<file path="config.mk">
export PLATFORM = sky130hd
export DESIGN_NAME = dma_desc_queue
export DESIGN_NICKNAME = d
export VERILOG_FILES = /design/src/rtl/dma_pkg.sv /design/src/rtl/dma_desc_fifo.sv /design/src/rtl/dma_desc_queue.sv
export SDC_FILE = /design/constraint.sdc
export NUM_CORES = 1
export LEC_CHECK = 0
export ABC_CLOCK_PERIOD_IN_PS = 4800
export BUFFER_PORTS_ARGS = -buffer_cell sky130_fd_sc_hd__buf_2
export CAP_MARGIN = 5
export CORE_ASPECT_RATIO = 1.25
export CORE_MARGIN = 2
export CORE_UTILIZATION = 30
export DETAILED_ROUTE_END_ITERATION = 8
export PLACE_DENSITY = 0.46
export SYNTH_ARGS = -nofsm -noshare
export SYNTH_HDL_FRONTEND = slang
export SYNTH_SLANG_ARGS = --single-unit
</file>
<file path="constraint.sdc">
create_clock -name clk -period 4.8 [get_ports clk]
set_input_delay 0.96 -clock clk [delete_from_list [all_inputs] [get_ports clk]]
set_output_delay 0.96 -clock clk [all_outputs]
set_load 0.005 [all_outputs]
</file>
<file path="src/rtl/dma_pkg.sv">
// Shared definitions for the DMA descriptor queue: default DMA port widths,
// the descriptor record and the issue-FSM state encoding.
package dma_pkg;
  localparam int ADDR_W = 10;
  localparam int CNT_W  = 5;

  typedef struct packed {
    logic [ADDR_W-1:0] orig;
    logic [ADDR_W-1:0] dest;
    logic [CNT_W-1:0]  cnt;
  } desc_t;

  typedef enum logic [1:0] {IDLE, ISSUE, RUN, FINISH} state_t;
endpackage

</file>
<file path="src/rtl/dma_desc_fifo.sv">
// Small synchronous descriptor FIFO with a separate level counter so that
// full/empty need no extra pointer wrap bit.
module dma_desc_fifo #(
  parameter int DEPTH = 4,
  parameter int W     = 25
) (
  input  logic                         clk,
  input  logic                         rst_n,
  input  logic                         wr_en_i,
  input  logic [W-1:0]                 wr_data_i,
  input  logic                         rd_en_i,
  output logic [W-1:0]                 rd_data_o,
  output logic                         full_o,
  output logic                         empty_o,
  output logic [$clog2(DEPTH+1)-1:0]   level_o
);
  localparam int AW = $clog2(DEPTH);
  localparam int LW = $clog2(DEPTH+1);

  logic [W-1:0]  mem_q [DEPTH];
  logic [AW-1:0] wr_ptr_q, rd_ptr_q;
  logic [LW-1:0] lvl_q;
  logic          wr, rd;

  assign full_o    = (lvl_q == LW'(DEPTH));
  assign empty_o   = (lvl_q == '0);
  assign level_o   = lvl_q;
  assign rd_data_o = mem_q[rd_ptr_q];
  assign wr        = wr_en_i && !full_o;
  assign rd        = rd_en_i && !empty_o;

  always_ff @(posedge clk or negedge rst_n) begin
    if (!rst_n) begin
      wr_ptr_q <= '0;
      rd_ptr_q <= '0;
      lvl_q    <= '0;
    end else begin
      if (wr) wr_ptr_q <= wr_ptr_q + AW'(1);
      if (rd) rd_ptr_q <= rd_ptr_q + AW'(1);
      lvl_q <= lvl_q + LW'(wr) - LW'(rd);
    end
  end

  // Storage carries no reset; only entries below level are ever read.
  always_ff @(posedge clk) begin
    if (wr) mem_q[wr_ptr_q] <= wr_data_i;
  end
endmodule

</file>
<file path="src/rtl/dma_desc_queue.sv">
// Descriptor queue in front of the DMA: buffers host descriptors, issues them
// one at a time, retires each on INT and aborts transfers that hang.
module dma_desc_queue #(
  parameter int DEPTH       = 4,
  parameter int ADDR_W      = dma_pkg::ADDR_W,
  parameter int CNT_W       = dma_pkg::CNT_W,
  parameter int TIMEOUT_CYC = 1023
) (
  input  logic                        clk,
  input  logic                        rst,
  input  logic                        push,
  input  logic [ADDR_W-1:0]           push_orig,
  input  logic [ADDR_W-1:0]           push_dest,
  input  logic [CNT_W-1:0]            push_cnt,
  output logic                        full,
  output logic                        empty,
  output logic [$clog2(DEPTH+1)-1:0]  level,
  output logic [ADDR_W-1:0]           dma_origin,
  output logic [ADDR_W-1:0]           dma_dest,
  output logic [CNT_W-1:0]            dma_count,
  output logic                        dma_start,
  output logic                        dma_load,
  input  logic                        dma_int,
  output logic                        busy,
  output logic                        done,
  output logic                        overflow,
  output logic                        zero_err,
  output logic                        timeout_err,
  input  logic                        err_clr
);
  import dma_pkg::*;

  localparam int TMR_W = $clog2(TIMEOUT_CYC+1);
  localparam int DW    = 2*ADDR_W + CNT_W;

  typedef struct packed {
    logic [ADDR_W-1:0] orig;
    logic [ADDR_W-1:0] dest;
    logic [CNT_W-1:0]  cnt;
  } qdesc_t;

  qdesc_t           push_desc, head_desc, issued_q, issued_d;
  state_t           state_q, state_d;
  logic [TMR_W-1:0] tmr_q, tmr_d;
  logic             ovf_q, ovf_d, zero_q, zero_d, tmo_q, tmo_d;
  logic             push_ok, pop, tmo_hit;

  assign push_desc = '{orig: push_orig, dest: push_dest, cnt: push_cnt};
  assign push_ok   = push && !full && (push_cnt != '0);

  dma_desc_fifo #(.DEPTH(DEPTH), .W(DW)) u_fifo (
    .clk       (clk),
    .rst_n     (rst),
    .wr_en_i   (push_ok),
    .wr_data_i (push_desc),
    .rd_en_i   (pop),
    .rd_data_o (head_desc),
    .full_o    (full),
    .empty_o   (empty),
    .level_o   (level)
  );

  // Fields are captured on entry to ISSUE so they lead dma_start by a cycle.
  always_comb begin
    state_d  = state_q;
    tmr_d    = tmr_q;
    issued_d = issued_q;
    pop      = 1'b0;
    tmo_hit  = 1'b0;
    case (state_q)
      IDLE: begin
        if (!empty) begin
          issued_d = head_desc;
          state_d  = ISSUE;
        end
      end
      ISSUE: begin
        pop     = 1'b1;
        tmr_d   = '0;
        state_d = RUN;
      end
      RUN: begin
        if (dma_int) begin
          state_d = FINISH;
        end else if (tmr_q == TMR_W'(TIMEOUT_CYC-1)) begin
          tmo_hit = 1'b1;
          state_d = FINISH;
        end else begin
          tmr_d = tmr_q + TMR_W'(1);
        end
      end
      FINISH: begin
        tmr_d   = '0;
        state_d = IDLE;
      end
      default: state_d = IDLE;
    endcase
  end

  // Sticky flags: a new set event wins over a same-cycle clear.
  always_comb begin
    ovf_d  = err_clr ? 1'b0 : ovf_q;
    zero_d = err_clr ? 1'b0 : zero_q;
    tmo_d  = err_clr ? 1'b0 : tmo_q;
    if (push && full)           ovf_d  = 1'b1;
    if (push && push_cnt == '0) zero_d = 1'b1;
    if (tmo_hit)                tmo_d  = 1'b1;
  end

  always_ff @(posedge clk or negedge rst) begin
    if (!rst) begin
      state_q  <= IDLE;
      tmr_q    <= '0;
      issued_q <= '0;
      ovf_q    <= 1'b0;
      zero_q   <= 1'b0;
      tmo_q    <= 1'b0;
    end else begin
      state_q  <= state_d;
      tmr_q    <= tmr_d;
      issued_q <= issued_d;
      ovf_q    <= ovf_d;
      zero_q   <= zero_d;
      tmo_q    <= tmo_d;
    end
  end

  assign dma_origin  = issued_q.orig;
  assign dma_dest    = issued_q.dest;
  assign dma_count   = issued_q.cnt;
  assign dma_start   = (state_q == RUN);
  assign dma_load    = (state_q == FINISH);
  assign done        = (state_q == FINISH);
  assign busy        = (state_q != IDLE);
  assign overflow    = ovf_q;
  assign zero_err    = zero_q;
  assign timeout_err = tmo_q;
endmodule
</file>
Word-level counts from Yosys, hierarchy flattened
Memories as Yosys holds them, arrays and structs flattened. A register that Yosys moved wholly into a read port is not among the register bits.
Cells that the tools add are included.
{ "totals": {"ramBits": 100, "word_cells": 63, "regBits": 22, "output_inout_bits": 37, "n_memories": 1, "in_bits": 30} }
{ "op_classes": {"n_bitwise": 1, "n_addsub": 5, "reduce_logical": 22, "mux": 17, "eq_ne": 9} }
{ "mem_list": {"columns": ["memory", "depth", "width", "read_ports", "rd_clocked_by_memory_dff", "write_ports", "line", "text"], "rows": [
  ["u_fifo.mem_q", 4, 25, 1, 1, 1, "dma_desc_fifo.sv:20", "logic [W-1:0] mem_q [DEPTH];"]
]} }
{ "op_table": {"columns": ["operator", "n"], "rows": [
  ["$mux 10", 2],
  ["$pmux 10 s2", 1],
  ["$add 10x1->10 const B", 1],
  ["$eq 10x10->1 const B", 1],
  ["$mux 1", 10],
  ["$reduce_bool 2->1", 5],
  ["$pmux 2 s4", 1],
  ["$logic_and 1x1->1", 6],
  ["$mux 2", 3],
  ["$ne 2x2->1 const B", 3],
  ["$logic_not 5->1", 1],
  ["$reduce_bool 5->1", 1],
  ["$add 2x1->2 const B", 2],
  ["$eq 2x2->1 const B", 2],
  ["$reduce_and 2->1", 2],
  ["$add 3x1->3", 1],
  ["$eq 3x3->1 const B", 1],
  ["$logic_not 1->1", 3],
  ["$logic_not 3->1", 1],
  ["$ne 3x1->1 const B", 1],
  ["$reduce_and 3->1", 1],
  ["$sub 3x1->3", 1],
  ["$eq 2x1->1 const B", 1],
  ["$logic_not 2->1", 1],
  ["other kinds (2)", 2]
]} }

Depth between registers and ports, before layout
Gate-level depths: netlist (run 1).
{ "depth": {"word_depth": 7, "depth_mapped": 10, "ltp_nobuf": 10} }

Cells and area by module
From an unflattened synthesis (run 1), not the netlist that was laid out.
{ "unflattened": {"cells_unflattened": 322, "area_unflattened_um2": 5993.2} }
{ "by_module_without_submodules": {"columns": ["module", "n_inst", "cells_per_inst", "area_each_um2", "seq_area_each_um2"], "rows": [
  ["dma_desc_fifo", 1, 172, 4127.7, 3178.0],
  ["dma_desc_queue", 1, 150, 1865.5, 1001.0]
]} }

Least setup slack after synthesis (run 1)
Ideal clock, no wire load.
{ "synth_path": {"path_kind": "in2reg", "start": "input port push_cnt[2]", "end": "memory u_fifo.mem_q[0][0] (enable)", "required_ps": 4433, "setup_ps": 367, "path_slack_ps": 2274, "stages": 4, "n_path_buf": 0, "arrival_ps": 2159, "cell_sequence": "or4_1 > nor2_1 > nor3b_2 > and2_1"} }
{ "synth_between": {"elab_chain_len": 5} }
{ "synth_rtl": {"columns": ["element", "line", "text"], "rows": [
  ["from (decl)", "dma_desc_queue.sv:14", "input logic [CNT_W-1:0] push_cnt,"],
  ["$reduce_bool 5->1", "dma_desc_queue.sv:49", "assign push_ok = push && !full && (push_cnt != '0);"],
  ["$logic_and 1x1->1", "dma_desc_queue.sv:49", null],
  ["$logic_and 1x1->1", "dma_desc_fifo.sv:29", "assign wr = wr_en_i && !full_o;"],
  ["net u_fifo.wr", "dma_desc_fifo.sv:23", "logic wr, rd;"],
  ["$mux 1", "dma_desc_fifo.sv:46", "if (wr) mem_q[wr_ptr_q] <= wr_data_i;"],
  ["$mux 1 (implied by the code)", "dma_desc_fifo.sv:46", null],
  ["to (decl)", "dma_desc_fifo.sv:20", null]
]} }
The timed path passes the listed nets, and every way through them passes these cells.

Worst setup path in the final report (run 1)
{ "layout_path": {"start": "register u_fifo.lvl_q[1], in the netlist u_fifo.level_o[1]", "end": "output port full"} }
{ "layout_between": {"elab_chain_len": 1} }
{ "layout_rtl": {"columns": ["element", "line", "text"], "rows": [
  ["from (decl)", "dma_desc_fifo.sv:22", "logic [LW-1:0] lvl_q;"],
  ["from (signal assigned)", "dma_desc_fifo.sv:40", "lvl_q <= lvl_q + LW'(wr) - LW'(rd);"],
  ["$eq 3x3->1", "dma_desc_fifo.sv:25", "assign full_o = (lvl_q == LW'(DEPTH));"],
  ["to (decl)", "dma_desc_queue.sv:15", "output logic full,"]
]} }
No other way between the ends.

==> results of run 1 <==
-- worst max-delay path: stages (launching register included) --
cell	delay [ns]
sky130_fd_sc_hd__dfrtp_1	0.44
sky130_fd_sc_hd__nor3b_1	0.52
sky130_fd_sc_hd__buf_2	0.21
-- metrics by stage --
step                      power (mW)  std cells  area, µm²  utilization, %
final                           4.42        638       6980            36.2
after global routing            4.72        638       6980            36.2
after detailed placement        3.24        606       6410            33.3
after global placement          3.21        606       6410            33.3
after floorplan                 2.80        315       5830               -
after CTS                       4.52        638       6980            36.2
-- state kept, by name, summed over array words and instances, names as in the netlist, 2 cells and up --
signal           flops
u_fifo.rd_ptr_q      2
dma_count            5
u_fifo.wr_ptr_q      2
dma_dest            10
state_q              2
tmr_q               10
u_fifo.mem_q       100
u_fifo.level_o       3
dma_origin          10
-- placed cells by master, fill, tap and decap left out, types with 5 or more instances in the layout --
cell type and instances:
sky130_fd_sc_hd__buf_2 66, sky130_fd_sc_hd__clkbuf_16 17, sky130_fd_sc_hd__clkinv_4 5, sky130_fd_sc_hd__dfrtp_1 46
sky130_fd_sc_hd__edfxtp_1 100, sky130_fd_sc_hd__ha_1 13, sky130_fd_sc_hd__inv_1 15, sky130_fd_sc_hd__mux2_2 25
sky130_fd_sc_hd__mux4_2 25, sky130_fd_sc_hd__nand2_1 8, sky130_fd_sc_hd__nor2_1 5, sky130_fd_sc_hd__o21ai_0 11
sky130_fd_sc_hd__o31ai_1 5
-- worst min path at each step --
stage / to / slack [ns]
after floorplan: tmr_q[8] / 0.46
after global placement: dma_origin[3] / 0.49
after detailed placement: dma_origin[3] / 0.49
after CTS: dma_dest[7] / 0.51
after global routing: tmr_q[8] / 0.53
final: tmr_q[8] / 0.50
-- per-layer routing --
| layer | track usage, % | routed length [µm] |
|---|---|---|
| met1 | 15.0 | 4960 |
| met2 | 19.4 | 5640 |
| met3 | 2.95 | 356 |
| met4 | 4.89 | 174 |
| met5 | 0 | 0 |
-- cell type report --
type                       count  area [µm²]  share of cell area (%)
sequential                   147        4180                    59.9
multi-input combinational    139        1530                    21.9
clock buffer                  19         433                    6.20
timing repair buffer          68         345                    4.95
tap                          236         295                    4.23
clock inverter                13         138                    1.97
inverter                      16        60.1                   0.861
-- cell families after synthesis --
logic type	synth area share, %
flops	71.7
xor+xnor	0.751
compound gates	3.73
simple gates	3.56
buf+inv	2.27
fa+ha+maj	3.13
mux	14.9
-- power groups by stage --
stage	combinational (mW)	sequential (mW)	clock, mW
2_1_floorplan	0.935	1.86	0
3_3_place_gp	1.26	1.95	0
3_5_place_dp	1.28	1.96	0
4_1_cts	1.28	1.93	1.30
5_1_grt	1.40	1.98	1.35
6_report	1.23	1.92	1.27
==> metrics.yaml, run 1 <==
cells_and_area:
  num-fill-cells: 1836
  area_growth_pct: 19.7
  n_antenna_cell: 0
  ratio_of_cells_with_drive_above_1_in_the_final_layout_pct: 38.8
  final_net_count: 433
global_routing:
  first_global_vias: 3153
  antenna_violations_before_repair: 0
  groute.usage.overall_pct: 11.9
  grt_overflow_total: 0
  grt_first_pass_wirelength_um: 18000
  grt_start_max_net_pins: 48
critical_path:
  worstSetupStartpointType: "flip-flop"
  worst-r2r-setup-slack_ns: 2.41
  critical_path_required_ns: 3.84
  setup.worst_path.end_class: "output pin"
  worst_setup_path_startpoint: "u_fifo.level_o[1]"
  timing.critical_path.to: "full"
  type_of_the_setup_path_with_the_least_slack: "reg -> out"
  timing.reg2reg.worst_path_depth: 9
  timing.rr.end: "u_fifo.level_o[2]"
  r2r-start: "u_fifo.level_o[1]"
  cp_max_fo: 5
  critical_path_data_arrival_time_ns: 1.58
yosys:
  seq_area_frac_synth_pct: 71.7
  post_synth.cell_area_avg_um2: 18.5
  synth.cell_area_um2: 5830
  synth_warnings: 0
  synthTopCellsByArea: "sky130_fd_sc_hd__edfxtp_1 52%, sky130_fd_sc_hd__dfrtp_1 20%, sky130_fd_sc_hd__mux4_2 9.7%"
  post_synth_top_cells: "100 x sky130_fd_sc_hd__edfxtp_1, 47 x sky130_fd_sc_hd__dfrtp_1, 25 x sky130_fd_sc_hd__mux2_2, 25 x sky130_fd_sc_hd__mux4_2, 15 x sky130_fd_sc_hd__inv_1"
  netlist.area_leader.share_pct: 51.5
  synth-main-ff-cell: "sky130_fd_sc_hd__edfxtp_1"
  syn_inst: 315
  synth_cell_types: 41
  postSynthRegisterBits: 147
  synth-async-reset-ratio_pct: 32.0
  synthDominantAreaCellType: "sky130_fd_sc_hd__edfxtp_1"
  synth_fp_nets: 359
  yosysMostFrequentCell: "sky130_fd_sc_hd__edfxtp_1"
  post_synth_edffs: 100
power_and_ir_drop:
  netSwitchingPower_mw: 1.30
  seq_power_share_pct: 43.4
  clockPowerShare_pct: 28.7
  pwr-share-comb_pct: 27.9
  intPower_mw: 3.12
  power.ir.vdd_worst_v: 0.000256
  power.share.switching_pct: 29.5
  cellPowerDensity_nw_per_um2: 633
  leakagePower_nw: 2.64
clocking:
  tritoncts: "built"
  ctsResizeCount: 0
  cts.sinks: 147
  clock_tree.root_cell: "sky130_fd_sc_hd__clkbuf_16"
  post_cts.repair.setup_buffers: 0
  clk_pin_slew_worst_paths_ns: 0.06
  cts_made_buffers: 17
  clock_path_buffers: 2
  insertion_delay_ns: 0.41
  hold_buffers_post_cts: 0
  ctsHtreeMaxLevel: 4
floorplan:
  die_x_um: 129
  start_util_pct: 30.3
  fp.dieArea_um2: 20600
  height_of_the_chip_um: 160
  num_rows: 57
  core_um2: 19300
  pin_count: 67
routing:
  detail_route.first_pass.iterations: 4
  drtAntennaViolNets: 0
  drt_wl_total_um: 11100
  wl_per_cell_um: 17.4
  via_per_inst: 4.59
  drc: 0
  vias: 2929
  number_of_design_rule_violations_left_by_the_first_detailed_router_iteration: 135
sta:
  hold-worst-slack_ns: 0.499
  clock_skew_ns: 0.00941
  worst_rel_slew_slack_pct: 35.7
  final_max_slew_viol_count: 0
  finalWorstPathRequiredPeriod_ns: 2.54
  setup_violations: 0
  final-hold-violation-count: 0
  final_min_period_over_clock_period_pct: 52.8
  worst-slew-pin-transition_ns: 0.964
  achievable-frequency_ghz: 0.394
  rsz_0062_raised_after_global_routing: "false"
  worst_slack_ns: 2.26
  setup_total_neg_slack_ns: 0
run:
  max_cap_violations: 0
min_path:
  timing.hold.worst.start: "tmr_q[8]"
  hold_path_depth: 1
  hp-class: "reg -> reg"
outcome:
  status: "complete, no violations"
placed_design:
  dp_hpwl_um: 6920
  port_buffers: 66
  dpl_worst_slack_ns: 1.86
  globalplace.congestion: 0.694
Power figures use the tool's default switching activity.
==> run 2, diff against run 1 <==
Settings changed: ABC_CLOCK_PERIOD_IN_PS 4800 to 2500.
Clock period 4.8 ns to 2.5 ns, I/O delays scaled along.
==> run 2 against run 1 <==
Against the previous run: first-iteration DRC count is 8.9% lower; clock power rose by 110%; critical path depth up 7.
==> metrics.yaml, run 2 (same netlist as run 1, synthesis figures left out) <==
routing:
  met2RoutedLength_um: 5720
  route.layer.met1.wl_um: 5050
  drtAntennaViolNets: 0
  topRoutingLayerUsed: "met4"
  wl_per_cell_um: 17.6
  detail_route.first_pass.iterations: 4
  number_of_design_rule_violations_left_by_the_first_detailed_router_iteration: 123
  via_per_inst: 4.57
  vias: 2937
  drc: 0
  drt_wl_total_um: 11300
  met3_length_um: 373
power_and_ir_drop:
  seq_power_share_pct: 40.4
  power.share.switching_pct: 28.6
  clockPowerShare_pct: 30.4
  intPower_mw: 6.28
  cellPowerDensity_nw_per_um2: 1240
  netSwitchingPower_mw: 2.52
  leakagePower_nw: 2.70
  pwr-share-comb_pct: 29.2
  power.ir.vdd_worst_v: 0.000424
global_routing:
  first_global_vias: 3147
  grt_start_max_net_pins: 28
  groute.usage.overall_pct: 11.8
  grt_first_pass_wirelength_um: 17700
  grt_overflow_total: 0
  antenna_violations_before_repair: 0
clocking:
  clock_path_buffers: 2
  ctsResizeCount: 0
  insertion_delay_ns: 0.41
  ctsHtreeMaxLevel: 4
  clk_pin_slew_worst_paths_ns: 0.06
  tritoncts: "built"
  cts.sinks: 147
  hold_buffers_post_cts: 0
  clock_tree.root_cell: "sky130_fd_sc_hd__clkbuf_16"
  cts_made_buffers: 17
  post_cts.repair.setup_buffers: 0
min_path:
  hp-class: "in -> async"
critical_path:
  max_stage_delay_ns: 0.45
  type_of_the_setup_path_with_the_least_slack: "reg -> reg"
  timing.critical_path.slowest_stage_cell: "sky130_fd_sc_hd__dfrtp_1"
  critical_path_data_arrival_time_ns: 2.59
  setup.worst_path.end_class: "flip-flop"
  cp_max_fo: 5
  worst-r2r-setup-slack_ns: 0.21
  crit_path_cell_trace: "or3_1, and2_1, ha_1, inv_1, ha_1, inv_1, fa_1, xnor2_1, xnor2_1"
  cp_num_buf_inv: 2
  worst_path_dominant_cell_family: "adder cells"
  critical_path_required_ns: 2.79
  worstSetupStartpointType: "flip-flop"
floorplan:
  num_rows: 57
  die_x_um: 129
  fp.dieArea_um2: 20600
  pin_count: 67
  height_of_the_chip_um: 160
  core_um2: 19300
  start_util_pct: 30.3
cells_and_area:
  layout_commonest_cell: "sky130_fd_sc_hd__edfxtp_1"
  multi_input_combinational_cell_area_um2: 1530
  registers.top_by_ff_count: "u_fifo.mem_q"
  register_area_um2: 4180
  num-fill-cells: 1841
  final_net_count: 437
  largest_register_ffs: 100
  mostFrequentLayoutCells: "100 x sky130_fd_sc_hd__edfxtp_1, 66 x sky130_fd_sc_hd__buf_2, 46 x sky130_fd_sc_hd__dfrtp_1"
  finalInstanceArea_um2: 7090
  n_antenna_cell: 0
  area_growth_pct: 21.5
  ratio_of_cells_with_drive_above_1_in_the_final_layout_pct: 40.4
placed_design:
  port_buffers: 66
  placed_area_um2: 6460
  dp_hpwl_um: 7190
  globalplace.congestion: 0.724
sta:
  rsz_0062_raised_after_global_routing: "false"
  setup_violations: 0
  finalWorstPathRequiredPeriod_ns: 2.29
  worst-slew-pin-transition_ns: 0.724
  final_min_period_over_clock_period_pct: 91.8
  clock_skew_ns: 0.00725
  final_max_slew_viol_count: 0
  achievable-frequency_ghz: 0.436
  final-hold-violation-count: 0
  hold-worst-slack_ns: 0.0992
  setup_total_neg_slack_ns: 0
  worst_rel_slew_slack_pct: 51.7
outcome:
  status: "complete, no violations"
run:
  max_cap_violations: 0
-- run 2: cell types whose count changed in the layout (fill, tap and decap cells not counted), moves of 2 or more --
cell / change
sky130_fd_sc_hd__clkinv_4: -4
sky130_fd_sc_hd__inv_6: +2
sky130_fd_sc_hd__clkinv_1: -3
sky130_fd_sc_hd__buf_12: +2
sky130_fd_sc_hd__clkinv_2: +4
sky130_fd_sc_hd__buf_4: +2
sky130_fd_sc_hd__bufinv_16: +2
-- run 2: worst paths after layout --
kind	depth (start not counted)	to	start
max reg2reg	9	u_fifo.level_o[2]	u_fifo.level_o[1]
max in group asynchronous	2	dma_dest[3]	rst
max	9	u_fifo.level_o[2]	u_fifo.level_o[1]
min in group clk	1	u_fifo.mem_q[3][22]	push_orig[7]
min	1	overflow	rst
min reg2reg	1	dma_dest[8]	dma_dest[8]
-- run 2: per-layer routing --
metal | GRT usage [%] | vias up
li1 | - | 1372
met1 | 14.7 | 1496
met2 | 19.3 | 58
met3 | 3.05 | 11
met4 | 5.04 | 0
met5 | 0 | -
-- run 2: area by class of cell --
cell class	count	area share, %
Clock buffer	19	6.25
Clock inverter	13	2.56
Inverter	16	0.847
Multi-Input combinational cell	139	21.5
Sequential cell	147	59.0
Tap cell	236	4.17
Timing Repair Buffer	72	5.65
-- run 2: worst register-to-register path, delay by kind of cell (launching register included) --
family	cells	cell delay, ns
XOR/XNOR	2	0.28
adder cells (fa/ha/maj)	3	0.77
buffers and inverters	2	0.10
flip-flops	1	0.45
AND/OR/NAND/NOR	2	0.58
-- run 2: power groups by stage --
stage / clock [mW] / combinational, mW / sequential, mW
after global routing: 2.84 / 2.90 / 3.63
after CTS: 2.74 / 2.68 / 3.57
final: 2.67 / 2.57 / 3.56
after floorplan: 0 / 1.80 / 3.57
after global placement: 0 / 2.64 / 3.59
after detailed placement: 0 / 2.67 / 3.61
-- run 2: per-stage QoR --
step	utilization, %	total power [mW]	worst slack (ns)	instances
2_1_floorplan	-	5.37	0.232	315
3_3_place_gp	33.6	6.23	0.0936	610
3_5_place_dp	33.6	6.29	0.0542	610
4_1_cts	36.8	8.99	0.173	642
5_1_grt	36.8	9.37	0.0634	642
6_report	36.8	8.80	0.206	642
==> run 3, diff against run 2 <==
Settings changed: ABC_CLOCK_PERIOD_IN_PS 2500 to 2900.
Clock period 2.5 ns to 2.9 ns, I/O delays scaled along.
==> run 3 against run 2 <==
Against the previous run: final area fell by 0.69%; global-route usage rose by 0.11 points; clock power fell by 14%; fmax fell by 4.4%; setup slack improved by 0.29 ns; sequential power fell by 14%.
==> metrics.yaml, run 3 (same netlist as run 1, synthesis figures left out) <==
floorplan:
  pin_count: 67
  height_of_the_chip_um: 160
  fp.dieArea_um2: 20600
  die_x_um: 129
  num_rows: 57
  start_util_pct: 30.3
  core_um2: 19300
sta:
  worst_rel_slew_slack_pct: 51.7
  setup_total_neg_slack_ns: 0
  finalWorstPathRequiredPeriod_ns: 2.40
  final_min_period_over_clock_period_pct: 82.8
  setup_violations: 0
  achievable-frequency_ghz: 0.417
  worst-slew-pin-transition_ns: 0.724
  hold-worst-slack_ns: 0.269
  final_max_slew_viol_count: 0
  rsz_0062_raised_after_global_routing: "false"
  clock_skew_ns: 0.00526
  final-hold-violation-count: 0
clocking:
  post_cts.repair.setup_buffers: 0
  insertion_delay_ns: 0.42
  tritoncts: "built"
  cts_made_buffers: 17
  clock_tree.root_cell: "sky130_fd_sc_hd__clkbuf_16"
  ctsResizeCount: 0
  ctsHtreeMaxLevel: 4
  clock_path_buffers: 2
  cts.sinks: 147
  clk_pin_slew_worst_paths_ns: 0.06
  hold_buffers_post_cts: 0
routing:
  drtAntennaViolNets: 0
  drt_wl_total_um: 11200
  detail_route.first_pass.iterations: 4
  wl_per_cell_um: 17.5
  number_of_design_rule_violations_left_by_the_first_detailed_router_iteration: 131
  via_per_inst: 4.61
  vias: 2945
  drc: 0
placed_design:
  globalplace.congestion: 0.706
  port_buffers: 66
  dp_hpwl_um: 7110
power_and_ir_drop:
  seq_power_share_pct: 40.7
  intPower_mw: 5.29
  power.ir.vdd_worst_v: 0.000456
  power.share.switching_pct: 29.6
  pwr-share-comb_pct: 28.8
  leakagePower_nw: 2.68
  netSwitchingPower_mw: 2.23
  clockPowerShare_pct: 30.5
  cellPowerDensity_nw_per_um2: 1070
outcome:
  status: "complete, no violations"
global_routing:
  met2_usage_pct: 19.7
  grt_first_pass_wirelength_um: 18200
  first_global_vias: 3173
  groute.usage.overall_pct: 11.9
  grt.busiest_layer: "met2"
  antenna_violations_before_repair: 0
  globalRouteMet3Util_pct: 3.52
  gr-usage-met1_pct: 14.6
  grt_overflow_total: 0
  grt_start_max_net_pins: 48
critical_path:
  worst-r2r-setup-slack_ns: 0.50
  timing.rr.end: "u_fifo.level_o[2]"
  critical_path_data_arrival_time_ns: 2.74
  timing.critical_path.depth: 9
  max_stage_delay_ns: 0.44
  timing.reg2reg.worst_path_depth: 9
  worstSetupStartpointType: "flip-flop"
  setup.worst_path.end_class: "flip-flop"
  type_of_the_setup_path_with_the_least_slack: "reg -> reg"
  r2r-start: "u_fifo.level_o[1]"
  timing.critical_path.to: "u_fifo.level_o[2]"
  worst_setup_path_startpoint: "u_fifo.level_o[1]"
  timing.critical_path.slowest_stage_cell: "sky130_fd_sc_hd__dfrtp_1"
  cp_num_buf_inv: 2
  critical_path_required_ns: 3.24
  crit_path_cell_trace: "or3_1, and2_1, ha_1, inv_1, ha_1, inv_1, fa_1, xnor2_1, xnor2_1"
  cp_max_fo: 5
  worst_path_dominant_cell_family: "adder cells"
run:
  max_cap_violations: 0
cells_and_area:
  registers.top_by_ff_count: "u_fifo.mem_q"
  layout_commonest_cell: "sky130_fd_sc_hd__edfxtp_1"
  final_net_count: 434
  ratio_of_cells_with_drive_above_1_in_the_final_layout_pct: 40.2
  n_antenna_cell: 0
  area_growth_pct: 20.7
  postLayoutCoreUtil_pct: 36.5
  largest_register_ffs: 100
  mostFrequentLayoutCells: "100 x sky130_fd_sc_hd__edfxtp_1, 66 x sky130_fd_sc_hd__buf_2, 46 x sky130_fd_sc_hd__dfrtp_1"
min_path:
  hp-class: "in -> async"
-- run 3: worst reg2reg max path, stage by stage, from the launching register on --
cell	delay [ns]
sky130_fd_sc_hd__dfrtp_1	0.44
sky130_fd_sc_hd__or3_1	0.44
sky130_fd_sc_hd__and2_1	0.24
sky130_fd_sc_hd__ha_1	0.28
sky130_fd_sc_hd__inv_1	0.06
sky130_fd_sc_hd__ha_1	0.13
sky130_fd_sc_hd__inv_1	0.05
sky130_fd_sc_hd__fa_1	0.37
sky130_fd_sc_hd__xnor2_1	0.18
sky130_fd_sc_hd__xnor2_1	0.14
-- run 3: per-layer routing --
metal  vias up  share of wire [%]
met5         -                  0
met4         0                1.7
met3        15                4.1
met2        67                 51
met1      1496                 43
li1       1367                  -
-- run 3: metrics by stage --
stage | setup slack [ns] | power, mW | instance area (µm²) | std cells
floorplan | 0.632 | 4.63 | 5830 | 315
detailed placement | 0.362 | 5.37 | 6410 | 607
finish | 0.500 | 7.52 | 7040 | 639
global route | 0.371 | 8.00 | 7040 | 639
CTS | 0.469 | 7.69 | 7040 | 639
global placement | 0.414 | 5.34 | 6410 | 607
-- run 3: worst min path at each step --
stage,startpoint,endpoint,slack [ns]
3_3_place_gp,u_fifo.level_o[2],u_fifo.level_o[2],0.49
3_5_place_dp,dma_origin[7],dma_origin[7],0.49
4_1_cts,rst,overflow,0.30
5_1_grt,rst,overflow,0.33
2_1_floorplan,rst,dma_count[0],0.28
6_report,rst,overflow,0.27
-- run 3: power groups by stage --
stage	sequential, mW	combinational [mW]	clock (mW)
2_1_floorplan	3.08	1.55	0
3_3_place_gp	3.10	2.24	0
3_5_place_dp	3.11	2.26	0
4_1_cts	3.07	2.27	2.35
5_1_grt	3.13	2.43	2.44
6_report	3.06	2.17	2.29
-- run 3: cell type report --
type,instances,area (µm²)
clock buffers,17,425
clock inverters,15,198
fillers,1836,12200
inverters,16,60.1
multi-input cells,139,1530
flip-flops and latches,147,4180
well taps,236,295
repair buffers,69,353
